[src/rtl/shift_rx_pkg.sv]
// Shared types and sizing helpers for the serial frame receiver.
package shift_rx_pkg;

    typedef enum logic [2:0] {
        ST_IDLE   = 3'd0,
        ST_START  = 3'd1,
        ST_DATA   = 3'd2,
        ST_PARITY = 3'd3,
        ST_STOP   = 3'd4
    } rx_state_e;

    localparam int DATA_W_DEF  = 8;
    localparam int BIT_DIV_DEF = 4;
    localparam int HALF_DIV    = BIT_DIV_DEF / 2;

    function automatic int idx_width(input int n);
        return (n <= 2) ? 1 : $clog2(n);
    endfunction

    function automatic int half_div(input int bit_div);
        return bit_div / 2;
    endfunction

endpackage

[src/rtl/shift_frame_receiver_bit_timer.sv]
// Bit-period counter: counts 0..BIT_DIV-1 and strobes at mid-bit and end-of-bit.
module bit_timer
    import shift_rx_pkg::*;
#(
    parameter int BIT_DIV = BIT_DIV_DEF
) (
    input  logic clk,
    input  logic rst_n,
    input  logic restart,
    output logic half_tick,
    output logic full_tick
);

    localparam int CNT_W = idx_width(BIT_DIV);

    logic [CNT_W-1:0] cnt;

    assign full_tick = (cnt == CNT_W'(BIT_DIV - 1));
    assign half_tick = (cnt == CNT_W'(half_div(BIT_DIV) - 1));

    always_ff @(posedge clk) begin
        if (!rst_n) begin
            cnt <= '0;
        end else if (restart || full_tick) begin
            cnt <= '0;
        end else begin
            cnt <= cnt + 1'b1;
        end
    end

endmodule

[src/rtl/shift_frame_receiver.sv]
// Serial frame receiver: start bit, LSB-first data, optional even parity, stop bit,
// delivered through a one-entry valid/ready buffer with per-word error flags.
//
// state     | meaning
// ST_IDLE   | line idle, waiting for a low level
// ST_START  | confirming start bit at mid-bit
// ST_DATA   | shifting in DATA_W data bits
// ST_PARITY | capturing the even-parity bit
// ST_STOP   | sampling the stop bit, then completing the frame
module shift_frame_receiver
    import shift_rx_pkg::*;
#(
    parameter int DATA_W  = DATA_W_DEF,
    parameter int BIT_DIV = BIT_DIV_DEF
) (
    input  logic              clk,
    input  logic              rst_n,
    input  logic              ena,
    input  logic              serial_in,
    input  logic              parity_en,
    output logic [DATA_W-1:0] out_data,
    output logic              out_valid,
    input  logic              out_ready,
    output logic              frame_err,
    output logic              parity_err,
    output logic              overrun,
    output logic              busy
);

    localparam int IDX_W = idx_width(DATA_W);
    localparam logic [IDX_W-1:0] LAST_IDX = IDX_W'(DATA_W - 1);

    rx_state_e         state;
    logic [IDX_W-1:0]  idx;
    logic [DATA_W-1:0] shreg;
    logic              par_en_q;
    logic              par_err_q;
    logic              done_q;
    logic              done_ferr;
    logic              half_tick;
    logic              full_tick;
    logic              tmr_restart;

    // Timer is held at zero while idle so the start-bit mid sample lands HALF_DIV edges in.
    assign tmr_restart = !ena || (state == ST_IDLE) || ((state == ST_START) && half_tick);
    assign busy        = (state != ST_IDLE);

    bit_timer #(.BIT_DIV(BIT_DIV)) u_bit_timer (
        .clk       (clk),
        .rst_n     (rst_n),
        .restart   (tmr_restart),
        .half_tick (half_tick),
        .full_tick (full_tick)
    );

    always_ff @(posedge clk) begin
        if (!rst_n) begin
            state     <= ST_IDLE;
            idx       <= '0;
            shreg     <= '0;
            par_en_q  <= 1'b0;
            par_err_q <= 1'b0;
            done_q    <= 1'b0;
            done_ferr <= 1'b0;
        end else begin
            done_q <= 1'b0;
            if (!ena) begin
                state <= ST_IDLE;
            end else begin
                case (state)
                    ST_IDLE: begin
                        if (!serial_in) state <= ST_START;
                    end
                    ST_START: begin
                        if (half_tick) begin
                            if (!serial_in) begin
                                state     <= ST_DATA;
                                idx       <= '0;
                                par_en_q  <= parity_en;
                                par_err_q <= 1'b0;
                            end else begin
                                state <= ST_IDLE;
                            end
                        end
                    end
                    ST_DATA: begin
                        if (full_tick) begin
                            shreg <= {serial_in, shreg[DATA_W-1:1]};
                            if (idx == LAST_IDX) begin
                                state <= par_en_q ? ST_PARITY : ST_STOP;
                            end else begin
                                idx <= idx + 1'b1;
                            end
                        end
                    end
                    ST_PARITY: begin
                        if (full_tick) begin
                            par_err_q <= ^{shreg, serial_in};
                            state     <= ST_STOP;
                        end
                    end
                    ST_STOP: begin
                        // Return to idle without re-arming; a low stop bit is re-examined next cycle.
                        if (full_tick) begin
                            done_q    <= 1'b1;
                            done_ferr <= ~serial_in;
                            state     <= ST_IDLE;
                        end
                    end
                    default: state <= ST_IDLE;
                endcase
            end
        end
    end

    // One-entry output buffer; a slot freed by a same-cycle handshake can take the new word.
    always_ff @(posedge clk) begin
        if (!rst_n) begin
            out_data   <= '0;
            out_valid  <= 1'b0;
            frame_err  <= 1'b0;
            parity_err <= 1'b0;
            overrun    <= 1'b0;
        end else begin
            overrun <= 1'b0;
            if (done_q) begin
                if (!out_valid || out_ready) begin
                    out_data   <= shreg;
                    frame_err  <= done_ferr;
                    parity_err <= par_err_q;
                    out_valid  <= 1'b1;
                end else begin
                    overrun <= 1'b1;
                end
            end else if (out_valid && out_ready) begin
                out_valid <= 1'b0;
            end
        end
    end

endmodule

[config.mk]
export PLATFORM = sky130hd
export DESIGN_NAME = shift_frame_receiver
export DESIGN_NICKNAME = d
export VERILOG_FILES = /design/src/rtl/shift_rx_pkg.sv /design/src/rtl/shift_frame_receiver_bit_timer.sv /design/src/rtl/shift_frame_receiver.sv
export SDC_FILE = /design/constraint.sdc
export NUM_CORES = 1
export LEC_CHECK = 0
export ABC_AREA = 0
export CAP_MARGIN = 10
export CORE_ASPECT_RATIO = 1.1
export CORE_MARGIN = 10
export CORE_UTILIZATION = 54
export CTS_CLUSTER_SIZE = 12
export DETAILED_ROUTE_END_ITERATION = 8
export GPL_ROUTABILITY_DRIVEN = 0
export PLACE_DENSITY = 0.78
export SETUP_SLACK_MARGIN = 0.4
export SLEW_MARGIN = 20
export SYNTH_ARGS = -nofsm -noshare
export SYNTH_HDL_FRONTEND = slang
export SYNTH_HIERARCHICAL = 1
export SYNTH_SLANG_ARGS = --single-unit
[constraint.sdc]
create_clock -name clk -period 1.8 [get_ports clk]
set_input_delay 0.27 -clock clk [delete_from_list [all_inputs] [get_ports clk]]
set_output_delay 0.27 -clock clk [all_outputs]
set_load 0.02 [all_outputs]
### Yosys cells after proc, flatten, opt, wreduce, memory -nomap -nowiden

Index checks and enable logic that the tools add are counted.

| storage, ports and cells | value |
|---|---|
| bits in registers | 32 |
| word-level logic and storage cells | 82 |

| cells by class | value |
|---|---|
| eq/ne operators | 16 |
| add/subtract/negate cells | 2 |
| multiplexer cells | 23 |
| bitwise operators | 2 |
| reductions and logical operators | 26 |

Operator list:

| cell | number |
|---|---|
| 3-bit 2-to-1 mux | 11 |
| 3-bit case mux with 5 select lines | 1 |
| 6-bit AND reduction | 2 |
| 2-bit inequality test, second input constant | 5 |
| 3-bit AND reduction | 3 |
| 9-bit XOR reduction | 1 |
| 1-bit 2-to-1 mux | 8 |
| 2-bit by 1-bit inequality test with 1-bit output, second input constant | 4 |
| 2-bit AND reduction | 4 |
| 3-bit by 2-bit == test with 1-bit output, second input constant | 2 |
| 3-bit == test, second input constant | 2 |
| 3-bit case mux with 2 select lines | 1 |
| 2-bit nonzero test | 3 |
| 5-bit AND reduction | 1 |
| 1-bit logical OR | 4 |
| 4-bit AND reduction | 1 |
| 3-bit by 1-bit adder with 3-bit output, second input constant | 1 |
| 3-bit by 1-bit == test with 1-bit output, second input constant | 1 |
| 3-bit logical NOT | 1 |
| 3-bit nonzero test | 1 |
| 2-bit by 1-bit adder with 2-bit output, second input constant | 1 |
| 2-bit by 1-bit == test with 1-bit output, second input constant | 1 |
| 2-bit == test, second input constant | 1 |
| 1-bit logical AND | 2 |
| 5 further kinds | 7 |

### Depth between registers and ports, before layout

| logic depth | value |
|---|---|
| depth in word-level cells | 5 |
| depth in mapped cells | 6 |

### Cells and area by module

The synthesis kept the hierarchy.

By module, submodules not included:

| module | cells each | area each (um^2) | instances |
|---|---|---|---|
| shift_frame_receiver | 143 | 1410.1 | 1 |
| bit_timer | 7 | 86.3 | 1 |

### Worst setup path after synthesis

No wires, ideal clock.

| timing | value |
|---|---|
| kind | register to register |
| start point | register idx[0] |
| end point | register idx[0] |
| data arrival time | 1.590 ns |
| buffers on the path | 0 |
| required time | 1.734 ns |
| setup time | 0.066 ns |
| stages on the path, launching flop included | 7 |
| slack | 0.144 ns |
| cells stage by stage | dfxtp_1 -> ha_1 -> ha_1 -> and4bb_1 -> o2111ai_2 -> or3b_1 -> a21oi_2 |

| between the ends | value |
|---|---|
| cells in the longest elaborated chain, start to end | 4 |

RTL lines:

| element | line | RTL |
|---|---|---|
| from (decl) | shift_frame_receiver.sv:34 | `logic [IDX_W-1:0] idx;` |
| from (signal assigned) | shift_frame_receiver.sv:92 | `idx <= idx + 1'b1;` |
| 3-bit by 1-bit adder with 3-bit output | shift_frame_receiver.sv:92 |  |
| 3-bit 2-to-1 mux | shift_frame_receiver.sv:89 | `if (idx == LAST_IDX) begin` |
| 3-bit 2-to-1 mux | shift_frame_receiver.sv:87 | `if (full_tick) begin` |
| 3-bit case mux with 2 select lines | shift_frame_receiver.sv:70 | `case (state)` |

Several ways; a longest one is shown, not always the timed one. The select of a mux whose other input is x is not followed.
A chain may end at the register's enable or synchronous reset.

### Final worst setup path

Ends and elaborated chain as after synthesis.

==> impl_metrics.toml <==
[worst_hold_path]
hp-start = "done_ferr"
hp-class = "register to register"
whs_path_depth = 2

[cells_and_area]
final_cell_mix = "dfxtp_1, nor2_1, mux2i_1, buf_4, dlygate4sd2_1"
antenna_cells = 0
syn_to_final_growth_pct = 32.0
layout.nets = 195
final_cell_area_sq_um = 1980
fillers = 169
drive_gt1_share_pct = 30.6
layout_commonest_cell = "dfxtp_1"
stdcell_count = 217

[pwr]
clkPwrFrac_pct = 35.0
irDropWorstVdd_uv = 657
intPower_w = 0.000928
comb_power_share_pct = 6.4
p_switching_w = 0.000285
leakagePower_nw = 0.882
seqPwrFrac_pct = 58.5
swShare_pct = 23.5
power_density_nw_per_um2 = 614

[detailed_routing]
vias = 1221
first_pass_iters = 4
met2WireLength_mm = 1.66
wirelength_mm = 3.19
wl_met3_um = 210
ant_nets = 0
wl_met1_mm = 1.23
highest_layer = "met4"
vias_per_cell = 5.63
drc = 0
drt-wirelength-per-cell_um = 14.7
drt_iter0_markers = 74

[critical_path]
reg2reg_slack_ps = 130
r2r-start = "idx[0]"
path_class = "register to register"
worstSetupStartpoint = "idx[0]"
crit_end = "idx[0]"
worstReg2RegEnd = "idx[0]"
arrival_ps = 1940
setup.worst_path.start_class = "register"
rr_worst_depth = 6
cp-end-kind = "register"
cp.required_ps = 2070
cp_max_fo = 5

[timing]
rsz0062_at_grt = "yes"
fmax_mhz = 598
fin_skew_ps = 12.9
relSlewSlack_pct = 71.8
setup_viol = 0
final.setup.worst_slack_ps = 127
tightestPinTransition_ps = 423
hold_viol = 0
finalCritPeriodShare_pct = 93.0
drv_slew = 0
min_period_ps = 1670

[run_status]
status = "finished, final reports clean"

[floorplan]
die_h_um = 75.2
rows = 19
pin_count = 19
core_sq_um = 2570
dieArea_sq_um = 5280
initial_utilization_pct = 58.3
die_w_um = 70.2

[synth]
ys_types = 41
async_flop_share_pct = 0
synth_top_area_share_pct = 42.8
synth_flop_cell = "dfxtp_1"
synth-compound-area-share_pct = 8.19
syn_avg_cell_area_sq_um = 9.98
netlist_instances = 150
ys_seq_elements = 32
synth_xor_area_share_pct = 5.02
yosys.area_share.adder_pct = 3.34
synth_nets = 160
muxShareOfSynthArea_pct = 12.7
synth-edff-count = 0
synth_top_family_by_area = "simple AND/OR/NAND/NOR gates"
yosysTopAreaCell = "dfxtp_1"
ys_warn_count = 6
synthSimpleGateAreaFrac_pct = 23.2
syn_area_sq_um = 1500
yosysSeqAreaShare_pct = 42.8
yosys-top-cells-area = "dfxtp_1, mux2i_1, nor2_1"

[cts]
clock_path_buffers = 2
clock-root-buffer = "clkbuf_4"
cts.sinks = 32
cts_buffers = 5
h-tree-depth = 2
clk_pin_slew_worst_paths_ps = 100
clkLatencyLatePin_ps = 340
cts_tree = "yes"

[run]
max_cap_violations = 0

[global_route]
grt_pass1_wl_mm = 5.40
grt_start_max_net_pins = 26
grt.total_usage_pct = 12.6
grt_pass1_vias = 1230
gr-total-overflow = 0
antenna_found_initial = 0

[placement]
pre_cts_ws_ps = -2.31
post-place-cells = 199
placed_area_sq_um = 1800
numPortBuffers = 18
dp_hpwl_mm = 2.13
power groups by stage:
| stage | sequential [W] | combinational (W) | clock [W] |
|---|---|---|---|
| floorplan | 0.000727 | 0.0000431 | 0 |
| finish | 0.000710 | 0.0000780 | 0.000425 |
| detailed placement | 0.000731 | 0.0000712 | 0 |
| CTS | 0.000712 | 0.0000750 | 0.000437 |
| global route | 0.000711 | 0.0000841 | 0.000462 |
| global placement | 0.000730 | 0.0000693 | 0 |
flip-flops by register name, indices dropped and copies added, names as in the netlist:
signal / cells
shreg: 8
done_q: 1
overrun: 1
par_en_q: 1
u_bit_timer/cnt: 2
parity_err: 1
out_data: 8
par_err_q: 1
state: 3
done_ferr: 1
out_valid: 1
frame_err: 1
idx: 3
worst max-delay path, cell delays in order, from the launching register on:
cell	delay [ps]
dfxtp_2	350
ha_4	160
ha_4	150
and4bb_1	290
o2111ai_4	140
or3b_1	400
a21oi_2	120
per-layer routing:
metal / track usage, % / vias to the layer above
met2: 22.3 / 37
met3: 4.86 / 11
li1: - / 595
met4: 8.11 / 0
met1: 12.3 / 578
met5: 0 / -
cells in the mapped netlist, types with 3 or more instances:
| master | instances |
|---|---|
| dfxtp_1 | 32 |
| o21ai_0 | 3 |
| xnor2_1 | 4 |
| inv_1 | 3 |
| a21oi_1 | 5 |
| mux2i_1 | 19 |
| nor2b_1 | 3 |
| ha_1 | 4 |
| or2_2 | 3 |
| nor2_1 | 24 |
| nand2_1 | 9 |
layout make-up:
| type | count | area (sq um) | area share (%) |
|---|---|---|---|
| flip-flops and latches | 32 | 661 | 33.4 |
| clock buffers | 6 | 51.3 | 2.60 |
| well taps | 31 | 38.8 | 1.96 |
| multi-input cells | 107 | 887 | 44.9 |
| repair buffers | 35 | 313 | 15.8 |
| inverters | 4 | 15.0 | 0.760 |
| clock inverters | 2 | 10.0 | 0.507 |
cell families (layout without fill, tap and decap cells):
logic type,after synthesis,after routing
buf+inv,11,47
mux,19,19
compound gates,17,17
simple gates,60,60
flops,32,32
xor+xnor,7,7
fa+ha+maj,4,4
worst min-delay path by stage:
stage / end / slack [ps]
floorplan: par_err_q / 410
global placement: done_ferr / 440
detailed placement: done_ferr / 460
CTS: done_ferr / 470
global route: u_bit_timer/cnt[0] / 490
finish: done_ferr / 470
repair_timing:
item / 4_1_cts / 5_1_grt
gates resized for setup: 24 / 10
cloned: 0 / 0
pin swaps: 7 / 2
hold buffers: 0 / 0
endpoints found under the setup margin: 28 / 18
setup buffers: 6 / 4
through the flow:
stage | setup TNS, ps | util (%) | total power, W | hold slack [ps]
global route | 0 | 76.9 | 0.00126 | 488
finish | 0 | 76.9 | 0.00121 | 468
detailed placement | -2.31 | 70.0 | 0.000802 | 457
CTS | 0 | 75.2 | 0.00122 | 470
global placement | 0 | 70.0 | 0.000800 | 442
floorplan | 0 | - | 0.000770 | 411
Note: power is estimated with default switching activity, not from simulation.
